`src/rtl/core_types_pkg.sv`:
```
// Shared types for the core pipeline control path.
//  seq_state_t : sequencer state (RUN, DSTALL, ISTALL)
//  pc_sel_t    : PC mux select (PC_SEQ, PC_REDIRECT)
//  NOP_INSTR   : instruction word loaded when a pipeline bubble is inserted
//  WAIT_W      : width of the D-memory stall wait counter
//  calcTarget  : redirect target computation shared by all redirect paths
package core_types_pkg;

    typedef enum logic [1:0] {
        RUN    = 2'd0,
        DSTALL = 2'd1,
        ISTALL = 2'd2
    } seq_state_t;

    typedef enum logic [1:0] {
        PC_SEQ      = 2'd0,
        PC_REDIRECT = 2'd1
    } pc_sel_t;

    localparam logic [31:0] NOP_INSTR = 32'h0000_0013;

    localparam int WAIT_W = 10;

    // A bypass (JALR) target is absolute with bit 0 forced low; otherwise the
    // target is PC-relative and wraps modulo 2^32.
    function automatic logic [31:0] calcTarget(
        input logic        bypass,
        input logic [31:0] pcNext,
        input logic [31:0] pcCurrent
    );
        logic [31:0] tgt;
        if (bypass) begin
            tgt = {pcNext[31:1], 1'b0};
        end else begin
            tgt = pcCurrent + pcNext;
        end
        return tgt;
    endfunction

endpackage

```
`src/rtl/sat_counter.sv`:
```
// Saturating up-counter with synchronous clear.
//  Clock  : core clock, rising edge
//  nReset : asynchronous active-low reset, count returns to zero
//  clear  : synchronous clear (wins over inc)
//  inc    : increment request; ignored once count is all-ones
//  count  : current value, never wraps
module sat_counter #(
    parameter int W = 32
) (
    input  logic         Clock,
    input  logic         nReset,
    input  logic         clear,
    input  logic         inc,
    output logic [W-1:0] count
);

    // Count register: holds at all-ones instead of wrapping.
    always_ff @(posedge Clock or negedge nReset) begin
        if (!nReset) begin
            count <= '0;
        end else if (clear) begin
            count <= '0;
        end else if (inc && (count != '1)) begin
            count <= count + {{(W-1){1'b0}}, 1'b1};
        end else begin
            count <= count;
        end
    end

endmodule

```
`src/rtl/pipeline_sequencer.sv`:
```
// Central stall/flush sequencer for the 5-stage core.
//  Inputs : flush/hold/branch/bypass requests and PCnext/PCcurrent from the
//           branch unit, imemReady from fetch, dmemReq/dmemReady from memory.
//  Outputs: per-stage register enables (pcEn, ifdecEn, decexeEn, exememEn),
//           bubble inserts (ifdecBubble, decexeBubble), PC select and target,
//           sticky busError on D-stall timeout, saturating flush/stall counts.
// Priority each cycle: D-stall > flush > hold > I-stall > run. A redirect
// seen during an I-fetch stall is parked in pendTarget_r and replayed on the
// cycle the fetch completes.
module pipeline_sequencer
    import core_types_pkg::*;
#(
    parameter int DSTALL_TIMEOUT = 1024,
    parameter int CNT_W          = 32
) (
    input  logic             Clock,
    input  logic             nReset,
    input  logic             flush,
    input  logic             hold,
    input  logic             branch,
    input  logic             bypass,
    input  logic [31:0]      PCnext,
    input  logic [31:0]      PCcurrent,
    input  logic             imemReady,
    input  logic             dmemReq,
    input  logic             dmemReady,
    output logic             pcEn,
    output logic             ifdecEn,
    output logic             decexeEn,
    output logic             exememEn,
    output logic             ifdecBubble,
    output logic             decexeBubble,
    output pc_sel_t          pcSel,
    output logic [31:0]      pcTarget,
    output logic             busError,
    output logic [CNT_W-1:0] flushCount,
    output logic [CNT_W-1:0] stallCount
);

    seq_state_t        state_r;
    seq_state_t        nextState_s;
    logic              pendValid_r;
    logic              nextPendValid_s;
    logic [31:0]       pendTarget_r;
    logic [31:0]       nextPendTarget_s;
    logic              busError_r;
    logic [31:0]       target_s;
    logic              dStallReq_s;
    logic              redirectReq_s;
    logic              flushInc_s;
    logic              stallInc_s;
    logic              waitInc_s;
    logic              waitClear_s;
    logic [WAIT_W-1:0] waitCount_s;
    logic              timeoutHit_s;

    assign target_s      = calcTarget(bypass, PCnext, PCcurrent);
    assign dStallReq_s   = dmemReq & ~dmemReady;
    // Anything that must steer the PC: a flush or a hold carrying a redirect.
    assign redirectReq_s = flush | (hold & (branch | bypass));
    // The wait counter holds prior stall cycles, so this is the TIMEOUT-th one.
    assign timeoutHit_s  = waitInc_s && (waitCount_s == WAIT_W'(DSTALL_TIMEOUT - 1));
    assign busError      = busError_r;

    // Next-state and per-cycle control outputs.
    always_comb begin
        nextState_s      = state_r;
        nextPendValid_s  = pendValid_r;
        nextPendTarget_s = pendTarget_r;
        pcEn             = 1'b1;
        ifdecEn          = 1'b1;
        decexeEn         = 1'b1;
        exememEn         = 1'b1;
        ifdecBubble      = 1'b0;
        decexeBubble     = 1'b0;
        pcSel            = PC_SEQ;
        pcTarget         = 32'h0000_0000;
        flushInc_s       = 1'b0;
        stallInc_s       = 1'b0;
        waitInc_s        = 1'b0;
        waitClear_s      = 1'b0;
        case (state_r)
            RUN: begin
                if (dStallReq_s) begin
                    // Freeze everything; upstream regs re-present next cycle.
                    pcEn        = 1'b0;
                    ifdecEn     = 1'b0;
                    decexeEn    = 1'b0;
                    exememEn    = 1'b0;
                    stallInc_s  = 1'b1;
                    waitInc_s   = 1'b1;
                    nextState_s = DSTALL;
                end else if (flush) begin
                    ifdecBubble  = 1'b1;
                    decexeBubble = 1'b1;
                    pcSel        = PC_REDIRECT;
                    pcTarget     = target_s;
                    flushInc_s   = 1'b1;
                end else if (hold) begin
                    ifdecEn      = 1'b0;
                    decexeBubble = 1'b1;
                    if (branch | bypass) begin
                        pcSel    = PC_REDIRECT;
                        pcTarget = target_s;
                    end else begin
                        pcEn = 1'b0;
                    end
                end else if (!imemReady) begin
                    pcEn        = 1'b0;
                    ifdecBubble = 1'b1;
                    stallInc_s  = 1'b1;
                    nextState_s = ISTALL;
                end else begin
                    nextState_s = RUN;
                end
            end
            DSTALL: begin
                stallInc_s = 1'b1;
                if (dmemReady) begin
                    waitClear_s = 1'b1;
                    nextState_s = RUN;
                end else begin
                    pcEn      = 1'b0;
                    ifdecEn   = 1'b0;
                    decexeEn  = 1'b0;
                    exememEn  = 1'b0;
                    waitInc_s = 1'b1;
                end
            end
            ISTALL: begin
                pcEn        = 1'b0;
                ifdecBubble = 1'b1;
                stallInc_s  = 1'b1;
                if (redirectReq_s) begin
                    decexeBubble     = 1'b1;
                    flushInc_s       = 1'b1;
                    nextPendValid_s  = 1'b1;
                    nextPendTarget_s = target_s;
                end else if (hold) begin
                    ifdecEn      = 1'b0;
                    decexeBubble = 1'b1;
                end else begin
                    ifdecEn = 1'b1;
                end
                if (imemReady) begin
                    nextState_s = RUN;
                    if (redirectReq_s) begin
                        // A fresh redirect on the ready cycle beats the parked one.
                        pcEn            = 1'b1;
                        pcSel           = PC_REDIRECT;
                        pcTarget        = target_s;
                        nextPendValid_s = 1'b0;
                    end else if (pendValid_r) begin
                        pcEn            = 1'b1;
                        pcSel           = PC_REDIRECT;
                        pcTarget        = pendTarget_r;
                        nextPendValid_s = 1'b0;
                    end else begin
                        pcEn = 1'b0;
                    end
                end else begin
                    nextState_s = ISTALL;
                end
            end
            default: begin
                nextState_s = RUN;
            end
        endcase
    end

    // State, parked redirect and sticky timeout registers.
    always_ff @(posedge Clock or negedge nReset) begin
        if (!nReset) begin
            state_r      <= RUN;
            pendValid_r  <= 1'b0;
            pendTarget_r <= 32'h0000_0000;
            busError_r   <= 1'b0;
        end else begin
            state_r      <= nextState_s;
            pendValid_r  <= nextPendValid_s;
            pendTarget_r <= nextPendTarget_s;
            busError_r   <= busError_r | timeoutHit_s;
        end
    end

    sat_counter #(.W(CNT_W)) uFlushCnt (
        .Clock  (Clock),
        .nReset (nReset),
        .clear  (1'b0),
        .inc    (flushInc_s),
        .count  (flushCount)
    );

    sat_counter #(.W(CNT_W)) uStallCnt (
        .Clock  (Clock),
        .nReset (nReset),
        .clear  (1'b0),
        .inc    (stallInc_s),
        .count  (stallCount)
    );

    sat_counter #(.W(WAIT_W)) uWaitCnt (
        .Clock  (Clock),
        .nReset (nReset),
        .clear  (waitClear_s),
        .inc    (waitInc_s),
        .count  (waitCount_s)
    );

endmodule

```
`config.mk`:
```
export PLATFORM = sky130hd
export DESIGN_NAME = pipeline_sequencer
export DESIGN_NICKNAME = d
export VERILOG_FILES = /design/src/rtl/core_types_pkg.sv /design/src/rtl/sat_counter.sv /design/src/rtl/pipeline_sequencer.sv
export SDC_FILE = /design/constraint.sdc
export NUM_CORES = 1
export LEC_CHECK = 0
export CAP_MARGIN = 30
export CORE_ASPECT_RATIO = 2
export CORE_MARGIN = 5
export CORE_UTILIZATION = 54
export CTS_CLUSTER_DIAMETER = 60
export DETAILED_ROUTE_END_ITERATION = 12
export PLACE_DENSITY = 0.86
export SLEW_MARGIN = 40
export SYNTH_ARGS = -nofsm -noshare
export SYNTH_HDL_FRONTEND = slang
export SYNTH_SLANG_ARGS = --single-unit
```
`constraint.sdc`:
```
create_clock -name Clock -period 8.7 [get_ports Clock]
set_input_delay 1.74 -clock Clock [delete_from_list [all_inputs] [get_ports Clock]]
set_output_delay 1.74 -clock Clock [all_outputs]
set_load 0.01 [all_outputs]
```
==> results.md, run 1 <==
Outcome:
- The flow ran to the end, and the final reports show no timing, DRC or antenna violations.

Logic synthesis:
- The dominant synthesized flop cell is sky130_fd_sc_hd__dfrtp_1.
- After synthesis, the share of flip-flops with an asynchronous set or reset is 1.00.
- The cell count after synthesis is 839.
- The number of synthesized flops with an enable pin is 0.
- The unique cell type count in the Yosys netlist is 63.
- During synthesis, Yosys emitted a total of 0 warnings.
- The average instance in the mapped netlist occupies roughly 8.6 um^2.
- The share of the Yosys chip area taken by registers is 0.380.
- The cell area that synthesis handed to floorplanning was 0.00724 mm^2.
- The number of synthesized register bits is 110.
- The net count after synthesis is 951.

Die:
- The area inside the core boundary is ~0.013 mm^2.
- The number of cell rows is 60.
- The die is 91.9 um wide.
- The die footprint is approximately 0.016 mm^2.
- The initial utilization of the core area, before any placement, comes to 0.545.
- The die is 174 um tall.
- 178 I/O pins were placed.

Timing:
- The number of pins exceeding their max-slew limit in the final report is 0.
- Between clock sinks in the finished design, the worst skew comes to around 0.01 ns.
- Based on the critical path, the design can be clocked at up to approximately 0.14 GHz.
- The final hold violation count is 0.
- The setup TNS is 0 ns.
- The normalized max-slew margin is 0.440.
- The final worst slack is around 1.4 ns.
- Setup repair after global routing left no endpoint under its margin.
- Setup violations remaining at the end of the flow were counted as 0.
- Of the available clock period, the critical path in the final layout requires 0.836.
- The worst hold slack is about 0.48 ns.
- The transition time of the tightest slew-check pin is about 0.84 ns.
- The final critical path time including I/O delays and setup is 7.27 ns.

Layout:
- The most common library cell in the layout ignoring fill and taps is sky130_fd_sc_hd__clkdlybuf4s50_1.
- Summing all multi-input logic gate instances after layout gives 0.00433 mm^2.
- Relative to the synthesized area, the layout overhead comes to 29.8%.
- Across the whole layout, storage elements account for 0.00275 mm^2.
- The count of nets after finishing is 1,113.
- The number of antenna diodes in the final layout is 0.
- Leaving out fill and tap cells, the most frequent cells in the layout are 174 x sky130_fd_sc_hd__clkdlybuf4s50_1, 131 x sky130_fd_sc_hd__nand2_1, 110 x sky130_fd_sc_hd__dfrtp_1, 78 x sky130_fd_sc_hd__o21ai_0, 66 x sky130_fd_sc_hd__xnor2_1.
- Fill cells in the final layout number 1,035.
- Of the cells placed in the final design, the portion with a size suffix greater than 1 is 0.0398.

Worst setup path:
- The cell with the largest stage delay on the worst path is sky130_fd_sc_hd__clkdlybuf4s50_1.
- The category of the worst setup path capture point is a primary output.
- In this design, the stage delay of the slowest critical-path cell is 0.57 ns.
- The required time of the worst setup path is 6.96 ns.
- Walking the worst path, the cells encountered are clkdlybuf4s50_1 > ha_1 > fa_1 > a211oi_1 > nor2_1 > a31oi_1 > a211oi_2 > o311ai_0 > a21oi_1 > xor2_1 > mux2i_1 > o21ai_0 > clkdlybuf4s50_1.
- The critical path is of the input port to primary output type.
- The critical path arrival is roughly 5.5 ns.
- The startpoint class of the critical path is an input port.
- Among the stages of the critical path, the cell type that occurs most often is sky130_fd_sc_hd__clkdlybuf4s50_1.
- The number of buffers and inverters on the critical path is 2.
- Of all nets on the critical path, the largest fanout is 3.
- Among cell families on the critical path, the largest total delay comes from compound AO/OA/AOI/OAI gates.

Detailed routing:
- Across all layers, the routed design uses about 6.9k vias.
- The detailed router's first-iteration violation count is 390.
- The post-detailed-route count of antenna-violating nets is 0.
- Dividing the detail-routed wire length by the instance count gives 17.0 um.
- After detailed routing, the number of remaining DRC violations is 0.
- In the routed layout, each cell is associated on average with a via count of 5.92.
- The first-pass iteration count of the detailed router is 4.
- The total detailed-routing wirelength is between 15 and 20 mm.

Global route:
- The first global-routing pass estimated 32.9 mm of wire.
- The largest net degree at the start of global routing is between 70 and 80.
- The via count of the first global-routing pass is 6,917.
- In the global route stage, overall resource usage came out at 0.248.
- The initial antenna violation count is 0.
- Global routing finished with a remaining overflow of 0.

Placed design:
- At the placement stage, the worst setup path has a slack of 1.44 ns.
- The count of input and output buffers is 176.
- The placed wire-length estimate after detailed placement is 15.0 mm.
- At the end of routability-driven placement, the weighted congestion stood at ~1.0.

Pwr:
- The peak supply drop is 0.104 mV.
- The total power consumption of the routed design is 1850 uW.
- Power spread over the standard cell area amounts to 197 mW/mm^2.
- The analysis attributes to cell leakage a power of 0.00405 uW.

CTS:
- TritonCTS created 9 clock buffers.
- The clock drives 110 sinks.
- TritonCTS built the clock tree.
- The insertion delay to the later sink of the worst-skew pair is 0.35 ns.
- The clock tree buffer depth is 2.
- After clock tree synthesis, the clock-pin slew on the worst setup and hold paths is about 0.07 ns.
- The root buffer cell is sky130_fd_sc_hd__clkbuf_16.
- The H-tree was split into 3 levels.
- In this run, post-CTS repair resized a total of 0 instances.
- After clock tree synthesis, the setup repair step added 0 buffers.
- The number of buffers inserted for hold repair after clock tree synthesis is 0.

Flow run:
- Max-cap violations in this run came to 0.

Hold path:
- In this run the worst hold path is classified as flop to flop.
layer usage:
layer  vias to the layer above  track usage  routed length [um]
met5                         -            0                   0
met4                         0       0.0943                 535
met3                        39       0.0387                1320
met2                       262        0.428                9920
met1                      3264        0.309                7920
li1                       3311            -                   -
flip-flops by register name, indices dropped and copies added, names as in the netlist:
signal / cells
busError: 1
pendTarget_r: 32
pendValid_r: 1
state_r: 2
uFlushCnt.count: 32
uStallCnt.count: 32
uWaitCnt.count: 10
synth_stat cells (3+ instances only):
cell type,count,area (um^2)
sky130_fd_sc_hd__and2_1,12,75.1
sky130_fd_sc_hd__and3_1,15,93.8
sky130_fd_sc_hd__nor2b_1,4,25.0
sky130_fd_sc_hd__a21o_1,12,90.1
sky130_fd_sc_hd__nand2b_1,5,31.3
sky130_fd_sc_hd__o21ai_0,79,395
sky130_fd_sc_hd__nor2_1,63,236
sky130_fd_sc_hd__clkbuf_1,22,82.6
sky130_fd_sc_hd__nand4_1,24,150
sky130_fd_sc_hd__nor3_1,13,65.1
sky130_fd_sc_hd__o21a_1,5,37.5
sky130_fd_sc_hd__xnor2_1,66,578
sky130_fd_sc_hd__or3_1,6,37.5
sky130_fd_sc_hd__o31ai_1,4,30.0
sky130_fd_sc_hd__nand3_1,39,195
sky130_fd_sc_hd__a221oi_1,4,35.0
sky130_fd_sc_hd__ha_1,38,475
sky130_fd_sc_hd__a32oi_1,3,26.3
sky130_fd_sc_hd__inv_1,14,52.6
sky130_fd_sc_hd__a31oi_1,9,56.3
sky130_fd_sc_hd__a211oi_1,8,60.1
sky130_fd_sc_hd__nand2_1,131,492
sky130_fd_sc_hd__xor2_1,29,254
sky130_fd_sc_hd__a21oi_1,49,245
sky130_fd_sc_hd__mux2i_1,13,130
sky130_fd_sc_hd__and4_1,8,70.1
sky130_fd_sc_hd__dfrtp_1,110,2750
sky130_fd_sc_hd__a21boi_0,3,22.5
worst register-to-register path, stage by stage (launching register included):
cell                      delay, ns
sky130_fd_sc_hd__dfrtp_1       0.46
sky130_fd_sc_hd__nand4_1       0.27
sky130_fd_sc_hd__nor3_4        0.40
sky130_fd_sc_hd__nand3_1       0.22
sky130_fd_sc_hd__o41ai_4       0.59
sky130_fd_sc_hd__nor2_2        0.14
sky130_fd_sc_hd__nand3_4       0.15
sky130_fd_sc_hd__nor2_4        0.08
sky130_fd_sc_hd__nand3_1       0.12
sky130_fd_sc_hd__xnor2_1       0.13
cell families (layout without fill, tap and decap cells):
family | Yosys count | in the layout | share of synthesized area
buffers and inverters | 44 | 211 | 0.0244
AND/OR/NAND/NOR | 333 | 333 | 0.220
other | 1 | 1 | 0.000518
XOR/XNOR | 95 | 95 | 0.115
multiplexers | 14 | 14 | 0.0195
adder cells (fa/ha/maj) | 39 | 39 | 0.0684
flip-flops | 110 | 110 | 0.380
AO/OA/AOI/OAI | 203 | 203 | 0.172
report_power, final:
group          switching (uW)  internal, uW
Sequential               87.5           618
Clock                     198           200
Combinational             395           352
per-stage QoR:
stage               cells  utilization  cell area [um^2]
global route         1161        0.708              9410
global placement     1145        0.685              9110
finish               1161        0.708              9410
floorplan             839            -              7240
CTS                  1161        0.707              9400
detailed placement   1145        0.686              9120
worst paths after layout:
kind,start,endpoint,slack (ns),cells after the start
max,PCnext[0],pcTarget[28],1.43,13
min,pendTarget_r[10],pendTarget_r[10],0.48,2
max reg2reg,uStallCnt.count[13],uStallCnt.count[15],6.08,9
min reg2reg,pendTarget_r[10],pendTarget_r[10],0.48,2
max in group asynchronous,nReset,pendTarget_r[31],6.30,2
min in group asynchronous,nReset,uStallCnt.count[21],1.35,1
area by class of cell:
class | count | area share
Tap cell | 155 | 0.0206
Sequential cell | 110 | 0.293
Timing Repair Buffer | 180 | 0.190
Multi-Input combinational cell | 685 | 0.461
Inverter | 15 | 0.00599
Clock inverter | 6 | 0.00572
Clock buffer | 10 | 0.0243
No activity file was read; power rests on OpenSTA's default activity.
==> inputs of run 2 (changes only) <==
CORE_UTILIZATION = 46   (was 54)
PLACE_DENSITY = 0.78   (was 0.86)
clock period = 5.9 ns   (was 8.7 ns; I/O delays follow)
==> run 2 against run 1 <==
Net effect: design area up 2.4%; via count fell by 0.10%; register-to-register slack got worse by 2.8 ns; global-route usage down 3.4 points; largest cell class unchanged; clock-buffer cell count unchanged; highest routed layer is now met5; critical path type unchanged; cell count increased by 5.3%.
==> results.md, run 2 (synthesis results as in run 1) <==
Global route:
- The all-layer global routing usage is 0.214 (-0.0338).
- The via count of the first global-routing pass came to 6,731 (-2.7%).
- The largest net degree at the start of global routing is 75 (-1.3%).
- The global-route wire length before repair is 32.8 mm (-0.10%).
- The remaining global-route overflow is 0 (unchanged).
- The initial antenna violation count is 1 (+1).

CTS:
- The total clock sinks came to 110 (unchanged).
- The root buffer cell is sky130_fd_sc_hd__clkbuf_16.
- The number of buffers inserted to repair setup after CTS was 0 (unchanged).
- TritonCTS built the clock tree.
- The insertion delay to the later sink of the worst-skew pair was 0.35 ns (about the same).
- The number of buffers created by CTS came to 9 (unchanged).
- The clock tree buffer depth is 2 (unchanged).
- The deepest level of the CTS H-tree is 3 (unchanged).
- The clock transition at the registers of the reported paths was 0.07 ns (about the same).
- The number of buffers inserted for hold repair after clock tree synthesis is 0 (unchanged).

Worst setup path:
- Traced cell by cell, the critical path runs through clkdlybuf4s50_1 > ha_1 > fa_1 > a211oi_2 > nor2_1 > a31oi_1 > buf_4 > a211oi_2 > o311a_1 > nor2_1 > buf_4 > xor2_1 > o21ai_1 > a22o_1 > clkdlybuf4s50_1.
- The critical path arrival came to 4.53 ns (-1.00 ns).
- The startpoint class of the critical path is an input port.
- The critical path's largest stage delay is 0.49 ns (-0.08 ns).
- The endpoint of the lowest-slack register-to-register path is uFlushCnt.count[24].
- The slack of the worst reg-to-reg path is 3.30 ns (-2.78 ns).
- The highest fanout seen on the critical path was 3 (unchanged).
- The type of the worst setup path is input port to primary output.
- The critical path depth is 15 (+2).
- Among cell families on the critical path, the largest total delay comes from buffers and inverters.
- The required time of the worst setup path is 4.72 ns (-2.24 ns).
- The largest individual stage delay along the critical path comes from the cell sky130_fd_sc_hd__clkdlybuf4s50_1.
- In this run the worst setup path begins at PCnext[0].
- In this run the worst setup path terminates at pcTarget[22].
- The worst register-to-register path begins at state_r[0].
- The count of cells along the worst register-to-register path is 9 (unchanged).
- The category of the worst setup path capture point is a primary output.
- The buffering stage count on the worst path with inverters included came to 4 (+2).

Timing:
- Derived from the worst setup path, the maximum achievable clock frequency is approximately 0.18 GHz.
- The final hold violation count is 0 (unchanged).
- The final critical path time including I/O delays and setup is 5.71 ns.
- The final worst slack was 0.191 ns (-1.23 ns).
- The number of setup violations in the final report came to 0 (unchanged).
- The worst hold slack is 0.477 ns (-0.00456 ns).
- The transition time of the tightest slew-check pin is 0.749 ns (-0.0919 ns).
- In the finished design, the share of the clock period the worst path needs comes to 0.968.
- The normalized max-slew margin is 0.499 (+0.0594).
- The number of pins exceeding their max-slew limit in the final report was 0 (unchanged).
- The final clock skew came to 0.00834 ns (-0.00164 ns).

Pwr:
- The total power consumption of the routed design is 2820 uW (+52%).
- The peak supply drop is 0.168 mV (+61%).
- The static leakage power is 0.00418 uW (+3.1%).
- The ratio of total power to cell area came to 293 mW/mm^2 (+49%).

Placed design:
- The placed wire-length estimate after detailed placement is 15.4 mm (+2.8%).
- The count of input and output buffers is 176 (unchanged).
- The placement-stage cell area is 0.00928 mm^2 (+1.8%).
- The worst slack at placement was 0.116 ns (-1.33 ns).
- The weighted congestion reported at the end of routability-driven placement was 0.992 (-2.0%).

Detailed routing:
- The detailed router's first-iteration violation count is 380 (-2.6%).
- The first-pass iteration count of the detailed router is 5 (+1).
- The post-detailed-route wirelength per cell is 16.4 um (-3.7%).
- The total detailed-routing wirelength was 20.0 mm (+1.4%).
- The per-cell via count in the routed design came to 5.62 (-5.1%).
- The post-detailed-route count of antenna-violating nets is 0 (unchanged).
- The vias after detailed routing is 6,869 (-0.10%).
- The number of remaining DRC errors was 0 (unchanged).

Layout:
- The count of nets after finishing came to 1,128 (+1.3%).
- The utilization after layout is 0.617 (-0.0909).
- The number of fill cells is 1,392 (+34%).
- In the final layout, the registers with the most flip-flops are pendTarget_r x32, uFlushCnt.count x32, uStallCnt.count x32.
- The fraction of layout instances using a drive strength above 1 is 0.0548 (+0.0151).
- The final non-filler cell area was 0.00963 mm^2 (+2.4%).
- The top cell types in the final layout, fill and taps aside, are 173 x sky130_fd_sc_hd__clkdlybuf4s50_1, 131 x sky130_fd_sc_hd__nand2_1, 110 x sky130_fd_sc_hd__dfrtp_1, 77 x sky130_fd_sc_hd__o21ai_0, 66 x sky130_fd_sc_hd__xnor2_1.
- The area growth from synthesis to layout is 33.0%.
- The most common library cell in the layout ignoring fill and taps is sky130_fd_sc_hd__clkdlybuf4s50_1.
- The count of antenna diodes in the layout is 0 (unchanged).

Die:
- The count of pins on the block boundary is 178 (unchanged).
- The y dimension of the die is 187 um (+7.9%).
- The area inside the core boundary came to 0.0156 mm^2 (+18%).
- The die footprint is 0.0185 mm^2 (+16%).
- The overall die width is 98.7 um (+7.4%).
- The number of cell rows is 65 (+8.3%).
- The effective utilization at floorplan came to 0.464 (-0.0813).

Hold path:
- The launch instance of the worst min-delay path is pendTarget_r[13].
- The type of the most critical hold path is flop to flop.

Flow run:
- The reported max-cap violation count is 0 (unchanged).

Outcome:
- The run finished with clean final reports.
## run 2: worst register-to-register path, stage by stage (launching register included)
cell                       delay [ns]
sky130_fd_sc_hd__dfrtp_1         0.42
sky130_fd_sc_hd__inv_1           0.11
sky130_fd_sc_hd__ha_1            0.25
sky130_fd_sc_hd__nor2b_1         0.55
sky130_fd_sc_hd__nand2_1         0.11
sky130_fd_sc_hd__nand2_1         0.17
sky130_fd_sc_hd__nand4b_1        0.18
sky130_fd_sc_hd__nor2_1          0.36
sky130_fd_sc_hd__nand4_1         0.17
sky130_fd_sc_hd__xnor2_1         0.16
## run 2: through the flow
step	setup TNS, ns	instances
5_1_grt	-0.00627	1222
2_1_floorplan	0	839
4_1_cts	0	1222
6_report	0	1222
3_5_place_dp	0	1206
3_3_place_gp	0	1206
## run 2: timing repair
action | CTS | global route
setup endpoints to repair | 0 | 11
endpoints found under the hold margin | 0 | 0
gates resized for setup | 0 | 9
## run 2: power by group
| part | switching (uW) | total, uW | internal [uW] |
|---|---|---|---|
| Clock | 296 | 648 | 353 |
| Sequential | 130 | 1040 | 911 |
| Combinational | 600 | 1130 | 528 |
| Total | 1030 | 2820 | 1790 |
## run 2: final cells by class
cell class              instances  area (um^2)  area share
clock buffers                  10          239      0.0248
clock inverters                 6         83.8     0.00870
inverters                      15         56.3     0.00584
multi-input cells             685         4340       0.450
flip-flops and latches        110         2750       0.286
well taps                     201          251      0.0261
repair buffers                195         1910       0.198
## run 2: worst min-delay path by stage
| stage | end | cells after the start |
|---|---|---|
| after CTS | pendTarget_r[13] | 2 |
| after global routing | pendTarget_r[2] | 2 |
| final | pendTarget_r[13] | 2 |
| after global placement | pendTarget_r[17] | 2 |
| after floorplan | pendTarget_r[11] | 2 |
| after detailed placement | pendTarget_r[13] | 2 |
## run 2: routing by layer
metal / vias to the layer above / part of all wire / global-route usage
li1: 3342 / - / -
met1: 3198 / 0.42 / 0.284
met2: 300 / 0.48 / 0.354
met3: 27 / 0.082 / 0.0422
met4: 2 / 0.018 / 0.0621
met5: - / 0.00065 / 0
